==> src/rtl/prbs_pkg.sv <==
// rtl/prbs_pkg.sv - mode encoding, polynomial constants and checker state type
//
// Purpose: shared definitions for the PRBS generator/checker. The LFSR is
// always 31 bits wide; the selected polynomial only uses its low n bits.
// Ports: none (package).
package prbs_pkg;

  localparam int unsigned       LFSR_W    = 31;
  localparam logic [LFSR_W-1:0] LFSR_SEED = '1;

  typedef enum logic [1:0] {
    MODE_PRBS7  = 2'd0,  // x^7  + x^6  + 1
    MODE_PRBS15 = 2'd1,  // x^15 + x^14 + 1
    MODE_PRBS23 = 2'd2,  // x^23 + x^18 + 1
    MODE_PRBS31 = 2'd3   // x^31 + x^28 + 1
  } prbs_mode_e;

  typedef enum logic [1:0] {
    ST_HUNT   = 2'd0,
    ST_SYNC   = 2'd1,
    ST_LOCKED = 2'd2
  } chk_state_e;

  // Bit index of the x^n term (n-1).
  function automatic logic [4:0] prbs_hi_idx(input logic [1:0] mode);
    case (mode)
      MODE_PRBS7:  return 5'd6;
      MODE_PRBS15: return 5'd14;
      MODE_PRBS23: return 5'd22;
      default:     return 5'd30;
    endcase
  endfunction

  // Bit index of the inner tap x^t (t-1).
  function automatic logic [4:0] prbs_tap_idx(input logic [1:0] mode);
    case (mode)
      MODE_PRBS7:  return 5'd5;
      MODE_PRBS15: return 5'd13;
      MODE_PRBS23: return 5'd17;
      default:     return 5'd27;
    endcase
  endfunction

  // Keeps only the low n bits so unused upper bits never hold stale data.
  function automatic logic [LFSR_W-1:0] prbs_mask(input logic [1:0] mode);
    case (mode)
      MODE_PRBS7:  return 31'h0000_007F;
      MODE_PRBS15: return 31'h0000_7FFF;
      MODE_PRBS23: return 31'h007F_FFFF;
      default:     return 31'h7FFF_FFFF;
    endcase
  endfunction

endpackage

==> src/rtl/prbs_step.sv <==
// rtl/prbs_step.sv - combinational W-bit advance of a Fibonacci LFSR
//
// Purpose: advances a 31-bit shift register by W bits for the selected
// polynomial. Bit W-1 is processed first. For every bit the feedback
// s[n-1]^s[t-1] is reported on fb_o; the bit shifted into s[0] is either that
// feedback (generator) or the external bit (self-synchronising checker).
// Ports:
//   mode    - polynomial select
//   state_i - current register contents
//   use_ext - 1: shift in ext_i bits, 0: shift in feedback
//   ext_i   - external bits, W-1 first
//   state_o - register contents after W bits
//   fb_o    - per-bit feedback (generated bits / checker expected bits)
module prbs_step
  import prbs_pkg::*;
#(
  parameter int W = 8
) (
  input  logic [1:0]        mode,
  input  logic [LFSR_W-1:0] state_i,
  input  logic              use_ext,
  input  logic [W-1:0]      ext_i,
  output logic [LFSR_W-1:0] state_o,
  output logic [W-1:0]      fb_o
);

  logic [4:0]        hi_idx;
  logic [4:0]        tap_idx;
  logic [LFSR_W-1:0] mask;
  logic [LFSR_W-1:0] step_s;
  logic              step_fb;

  assign hi_idx  = prbs_hi_idx(mode);
  assign tap_idx = prbs_tap_idx(mode);
  assign mask    = prbs_mask(mode);

  always_comb begin
    step_s  = state_i & mask;
    step_fb = 1'b0;
    fb_o    = '0;
    for (int i = W - 1; i >= 0; i--) begin
      step_fb = step_s[hi_idx] ^ step_s[tap_idx];
      fb_o[i] = step_fb;
      step_s  = {step_s[LFSR_W-2:0], (use_ext ? ext_i[i] : step_fb)} & mask;
    end
    state_o = step_s;
  end

endmodule

==> config.mk <==
export PLATFORM = sky130hd
export DESIGN_NAME = prbs_step
export DESIGN_NICKNAME = d
export VERILOG_FILES = /design/src/rtl/prbs_pkg.sv /design/src/rtl/prbs_step.sv
export SDC_FILE = /design/constraint.sdc
export NUM_CORES = 1
export LEC_CHECK = 0
export ABC_AREA = 1
export BUFFER_PORTS_ARGS = -buffer_cell sky130_fd_sc_hd__buf_4
export CAP_MARGIN = 30
export CORE_MARGIN = 8
export CORE_UTILIZATION = 44
export DETAILED_ROUTE_END_ITERATION = 12
export GPL_TIMING_DRIVEN = 0
export PLACE_DENSITY = 0.82
export REMOVE_ABC_BUFFERS = 1
export SLEW_MARGIN = 20
export SYNTH_ARGS = -nofsm -noshare
export SYNTH_HDL_FRONTEND = slang
export SYNTH_SLANG_ARGS = --single-unit
==> constraint.sdc <==
create_clock -name vclk -period 2.75
set_input_delay 0.275 -clock vclk [all_inputs]
set_output_delay 0.275 -clock vclk [all_outputs]
set_load 0.01 [all_outputs]
==> flow_summary_export.csv, run 1 <==
group,metric,value,unit
layout,multi_input_area,0.00135,mm2
synth,post_synth.cell_area_avg,4.90,um2
synth,ys_top_cells_by_area,"sky130_fd_sc_hd__nand2_1 25%, sky130_fd_sc_hd__inv_1 12%, sky130_fd_sc_hd__nand3_1 8.6%",
pwr,p_switching,344,uW
setup_path,crit_required,2.48,ns
layout,clock_buffer_count,0,
routing,ant_nets,0,
layout,layout.area.seq,0,um2
sta,report.final.slew_viol_count,0,
global_route,largest_net_degree_at_the_start_of_global_routing,16,
sta,setup_viol,5,
sta,grt_setup_unrepaired,"true",
sta,timing.final.crit_period,3.03,ns
synth,total_number_of_yosys_warnings,0,
setup_path,element_type_at_the_critical_path_end,"output port",
floorplanning,row_count,21,
floorplanning,top_level_ports,81,
global_route,first_global_vias,2378,
layout,antenna-diode-count,0,
pwr,design_power_total,634,uW
outcome,outcome,"finished, violations left",
synth,yosysSeqAreaShare,0,
pwr,clock_power_share,0,
sta,relative_max_transition_margin,0.563,
sta,hold_violations,0,
pwr,p_leak,0.00150,uW
routing,drt_drc_violations_left,0,
setup_path,worstPathArrival,2.76,ns
routing,routed-via-count,2548,
setup_path,largest_incremental_delay_on_the_critical_path,0.20,ns
layout,post-route-util,0.779,
sta,period_share,1.10,
global_route,gr-usage-all-layers,0.255,
pwr,power_frac_comb,1.000,
clocking,hold_buf_cts,0,
setup_path,crit_type,"in -> out",
routing,totalWireLength,7680,um
place,dp.cells,423,
place,placement.io_buffers,81,
pwr,power.share.switching,0.543,
worst_hold_path,min_path_type,"in -> out",
layout,areaGrowthSynthToFinish,71.3,%
routing,vias_per_cell,5.56,
global_route,antenna_found_initial,0,
synth,cell_with_the_most_instances_after_synthesis,"sky130_fd_sc_hd__nand2_1",
setup_path,cpMaxStageDelayCell,"sky130_fd_sc_hd__ha_4",
setup_path,crit_fanout,8,
layout,final_layout_size_suffix_gt1_frac,0.420,
place,finalWeightedCongestion,0.906,
sta,post-route-worst-setup-slack,-0.283,ns
job,max-cap-violations,0,
floorplanning,die-height,74.7,um
global_route,grt_overflow_total,0,
floorplanning,die_x,74.7,um
pwr,power_density,244,mW/mm2
pwr,power.internal,290,uW
synth,synth.cells.most_frequent,"101 x sky130_fd_sc_hd__nand2_1, 50 x sky130_fd_sc_hd__inv_1, 26 x sky130_fd_sc_hd__nand3_1, 22 x sky130_fd_sc_hd__nor2_1, 13 x sky130_fd_sc_hd__a21oi_1",
layout,fin_cells,458,
outcome,violations,"negative setup slack",
floorplanning,die-area,0.00558,mm2
floorplanning,floorplan.initialDensity,0.455,
sta,finalHoldWorstSlack,0.823,ns
synth,post_synth_inst_count,310,
routing,routed_length_per_instance,16.8,um
setup_path,critical_path_s_most_frequent_cell,"sky130_fd_sc_hd__nand2_2",
pwr,max-vdd-ir-drop,0.132,mV
layout,seq_cell_count,0,
synth,synth_cell_types,35,
synth,synth_top_cell_by_area,"sky130_fd_sc_hd__nand2_1",
global_route,grt_first_pass_wirelength,11300,um
layout,design.final.nets,462,
setup_path,startpoint_class_of_the_critical_path,"primary input",
layout,number_of_filler_instances_in_the_final_layout,291,
synth,synthesis.area,0.00152,mm2
place,detailedPlacementHpwl,4950,um
sta,worst_pin_slew,0.648,ns
routing,drt_pre_antenna_iters,5,
sta,clock.fmax,330,MHz
routing,drt-initial-drc-count,255,
pwr,reg_power_frac,0,
synth,yosysTopAreaCellShare,0.250,
floorplanning,core_area,0.00334,mm2
==> cell families (layout without fill, tap and decap cells) <==
family | Yosys count | count (layout) | synth area share
AND/OR/NAND/NOR | 181 | 182 | 0.542
buffers and inverters | 72 | 173 | 0.199
AO/OA/AOI/OAI | 51 | 51 | 0.210
adder cells (fa/ha/maj) | 6 | 6 | 0.0495
==> cell type report <==
| class | instances | area share |
|---|---|---|
| Multi-Input combinational cell | 239 | 0.520 |
| Timing Repair Buffer | 115 | 0.363 |
| Inverter | 58 | 0.0953 |
| Tap cell | 46 | 0.0221 |
==> critical path: cells and delay by family <==
family | cells | cell delay, ns
fa+ha+maj | 1 | 0.20
simple gates | 23 | 1.80
buf+inv | 4 | 0.45
==> cell usage in the layout (no fill, tap or decap), types with 2 or more instances in the layout <==
master | Yosys | final
sky130_fd_sc_hd__a31oi_1 | 5 | 5
sky130_fd_sc_hd__o21ai_0 | 9 | 9
sky130_fd_sc_hd__or2_2 | 5 | 5
sky130_fd_sc_hd__o221ai_1 | 2 | 2
sky130_fd_sc_hd__ha_4 | 0 | 4
sky130_fd_sc_hd__nor2_1 | 22 | 22
sky130_fd_sc_hd__inv_4 | 1 | 3
sky130_fd_sc_hd__nor3_1 | 4 | 4
sky130_fd_sc_hd__o311ai_0 | 3 | 3
sky130_fd_sc_hd__and2_1 | 5 | 5
sky130_fd_sc_hd__nand3b_1 | 2 | 2
sky130_fd_sc_hd__ha_2 | 0 | 2
sky130_fd_sc_hd__nand3_2 | 6 | 12
sky130_fd_sc_hd__o21ai_1 | 2 | 2
sky130_fd_sc_hd__a21oi_1 | 13 | 12
sky130_fd_sc_hd__o211ai_1 | 5 | 5
sky130_fd_sc_hd__inv_6 | 0 | 2
sky130_fd_sc_hd__a221oi_1 | 2 | 2
sky130_fd_sc_hd__buf_4 | 2 | 104
sky130_fd_sc_hd__nand3_1 | 26 | 20
sky130_fd_sc_hd__nand2_1 | 101 | 87
sky130_fd_sc_hd__buf_6 | 2 | 6
sky130_fd_sc_hd__buf_12 | 0 | 4
sky130_fd_sc_hd__nand4_1 | 2 | 2
sky130_fd_sc_hd__nor2_4 | 1 | 2
sky130_fd_sc_hd__o22ai_1 | 6 | 6
sky130_fd_sc_hd__inv_2 | 7 | 4
sky130_fd_sc_hd__nand2_2 | 5 | 19
sky130_fd_sc_hd__inv_1 | 50 | 47
==> final timing paths <==
kind        start          end  cells past startpoint
max       mode[1]   state_o[1]                     28
min   state_i[16]  state_o[24]                      4
==> what timing repair did <==
action	CTS	global route
endpoints found under the setup margin	16	7
pin swaps	16	20
endpoints found under the hold margin	0	0
gates resized for setup	45	16
setup buffers	23	11
cloned	1	0
==> power by group through the flow <==
stage	registers, uW	logic [uW]	clock network (uW)
detailed placement	0	498	0
global route	0	683	0
global placement	0	495	0
finish	0	634	0
CTS	0	579	0
floorplan	0	286	0
==> layer usage <==
layer	global-route usage	wire [um]
met2	0.456	3610
met5	0	0
met1	0.302	2850
met4	0.0739	280
met3	0.0413	937
==> stage by stage <==
step	TNS, ns	area (um2)	setup WS, ns
after global placement	-11.87	2100	-1.34
after detailed placement	-11.76	2100	-1.33
after global routing	-2.34	2600	-0.512
after CTS	-0.699	2460	-0.187
after floorplan	-1.74	1440	-0.408
final	-0.994	2600	-0.283
No activity file was read; power rests on OpenSTA's default activity.
==> run 2, diff against run 1 <==
--- a/config.mk
+++ b/config.mk
@@ -14,6 +14,7 @@
 export GPL_TIMING_DRIVEN = 0
 export PLACE_DENSITY = 0.82
 export REMOVE_ABC_BUFFERS = 1
+export SETUP_SLACK_MARGIN = 0.5
 export SLEW_MARGIN = 20
 export SYNTH_ARGS = -nofsm -noshare
 export SYNTH_HDL_FRONTEND = slang
==> flow_summary_export.csv, run 2 (synthesis results as in run 1) <==
group,metric,value,unit
worst_hold_path,min_path_type,"in -> out",
setup_path,crit_fanout,8,
setup_path,startpoint_class_of_the_critical_path,"primary input",
floorplanning,core_area,0.00334,mm2
setup_path,critical_path_s_most_frequent_cell,"sky130_fd_sc_hd__nand2_2",
floorplanning,floorplan.initialDensity,0.455,
place,dp.cells,423,
global_route,antenna_found_initial,0,
layout,design.final.nets,465,
pwr,power.share.switching,0.543,
sta,grt_setup_unrepaired,"true",
layout,multi_input_area,0.00137,mm2
pwr,reg_power_frac,0,
routing,drt_pre_antenna_iters,7,
global_route,first_global_vias,2384,
setup_path,crit_end,"state_o[1]",
setup_path,crit_type,"in -> out",
sta,period_share,1.12,
floorplanning,top_level_ports,81,
floorplanning,die-area,0.00558,mm2
place,detailedPlacementHpwl,4950,um
sta,report.final.slew_viol_count,0,
layout,number_of_filler_instances_in_the_final_layout,275,
place,preCtsSetupSlack,-1.33,ns
floorplanning,row_count,21,
worst_hold_path,timing.hold.worst_path_depth,4,
sta,post-route-worst-setup-slack,-0.325,ns
pwr,p_switching,356,uW
sta,clock.fmax,325,MHz
sta,hold_violations,0,
routing,drt_drc_violations_left,0,
setup_path,cpMaxStageDelayCell,"sky130_fd_sc_hd__ha_4",
routing,ant_nets,0,
pwr,p_leak,0.00153,uW
global_route,grt_first_pass_wirelength,11300,um
floorplanning,die_x,74.7,um
layout,clock_buffer_count,0,
setup_path,element_type_at_the_critical_path_end,"output port",
layout,post-route-util,0.796,
setup_path,crit_path_start,"mode[1]",
routing,vias_per_cell,5.67,
pwr,power.internal,300,uW
pwr,power_density,247,mW/mm2
global_route,largest_net_degree_at_the_start_of_global_routing,16,
sta,relative_max_transition_margin,0.576,
layout,final_layout_size_suffix_gt1_frac,0.439,
layout,final_cell_mix,"103 x sky130_fd_sc_hd__buf_4, 84 x sky130_fd_sc_hd__nand2_1, 47 x sky130_fd_sc_hd__inv_1",
layout,areaGrowthSynthToFinish,75.1,%
pwr,max-vdd-ir-drop,0.133,mV
pwr,design_power_total,656,uW
pwr,power_frac_comb,1.000,
routing,routed-via-count,2615,
setup_path,critical_path.top_delay_family,"simple AND/OR/NAND/NOR gates",
job,max-cap-violations,0,
place,placement.io_buffers,81,
routing,totalWireLength,7990,um
routing,routed_length_per_instance,17.3,um
floorplanning,die-height,74.7,um
layout,fin_cells,461,
setup_path,largest_incremental_delay_on_the_critical_path,0.20,ns
setup_path,worstPathArrival,2.80,ns
global_route,grt_overflow_total,0,
outcome,violations,"negative setup slack",
sta,finalHoldWorstSlack,0.824,ns
clocking,hold_buf_cts,0,
place,finalWeightedCongestion,0.906,
routing,drt-initial-drc-count,303,
sta,setup_viol,6,
layout,layout.area.seq,0,um2
layout,mostFrequentLayoutCell,"sky130_fd_sc_hd__buf_4",
setup_path,crit_cells,28,
sta,worst_pin_slew,0.629,ns
setup_path,crit_required,2.48,ns
layout,antenna-diode-count,0,
pwr,clock_power_share,0,
sta,timing.final.crit_period,3.08,ns
global_route,gr-usage-all-layers,0.255,
layout,seq_cell_count,0,
outcome,outcome,"finished, violations left",
setup_path,worst-path-buf-inv,4,
run 2: cell count changes in the layout (fill, tap and decap cells not counted), sizes merged:
cell  before  now
buf      115  118
run 2: power by group through the flow:
stage	registers (uW)	logic (uW)	clock network [uW]
after floorplan	0	286	0
after global placement	0	495	0
after detailed placement	0	498	0
after CTS	0	583	0
after global routing	0	704	0
final	0	656	0
run 2: worst min-delay path by stage:
stage,to,slack [ns],start
after floorplan,state_o[9],0.64,state_i[1]
after global placement,state_o[24],0.83,state_i[16]
after detailed placement,state_o[24],0.83,state_i[16]
after CTS,state_o[24],0.83,state_i[16]
after global routing,state_o[27],0.85,state_i[19]
final,state_o[24],0.82,state_i[16]
run 2: tightest hold or removal path, delay by kind of cell:
family	cells	cell delay, ns
and+or+nand+nor	1	0.04
buffers and inverters	3	0.23
run 2: layout make-up:
cell class	count	share of cell area
Multi-Input combinational cell	239	0.516
Timing Repair Buffer	118	0.367
Inverter	58	0.0951
Tap cell	46	0.0217
run 2: through the flow:
stage               instance area [um2]  TNS (ns)
global placement                   2100    -11.87
floorplan                          1440     -1.74
finish                             2660     -1.32
detailed placement                 2100    -11.76
global route                       2660     -2.51
CTS                                2470    -0.699
run 2: per-layer routing:
| layer | up-vias | share of wire | track usage |
|---|---|---|---|
| li1 | 1212 | - | - |
| met1 | 1132 | 0.37 | 0.301 |
| met2 | 214 | 0.47 | 0.458 |
| met3 | 57 | 0.11 | 0.0413 |
| met4 | 0 | 0.056 | 0.0739 |
| met5 | - | 0 | 0 |
run 2: timing repair:
action                                  in CTS  in global routing
setup buffers                               23                 14
pin swaps                                   16                 22
gates cloned                                 1                  0
resized for setup                           47                 26
endpoints found under the setup margin      24                 12
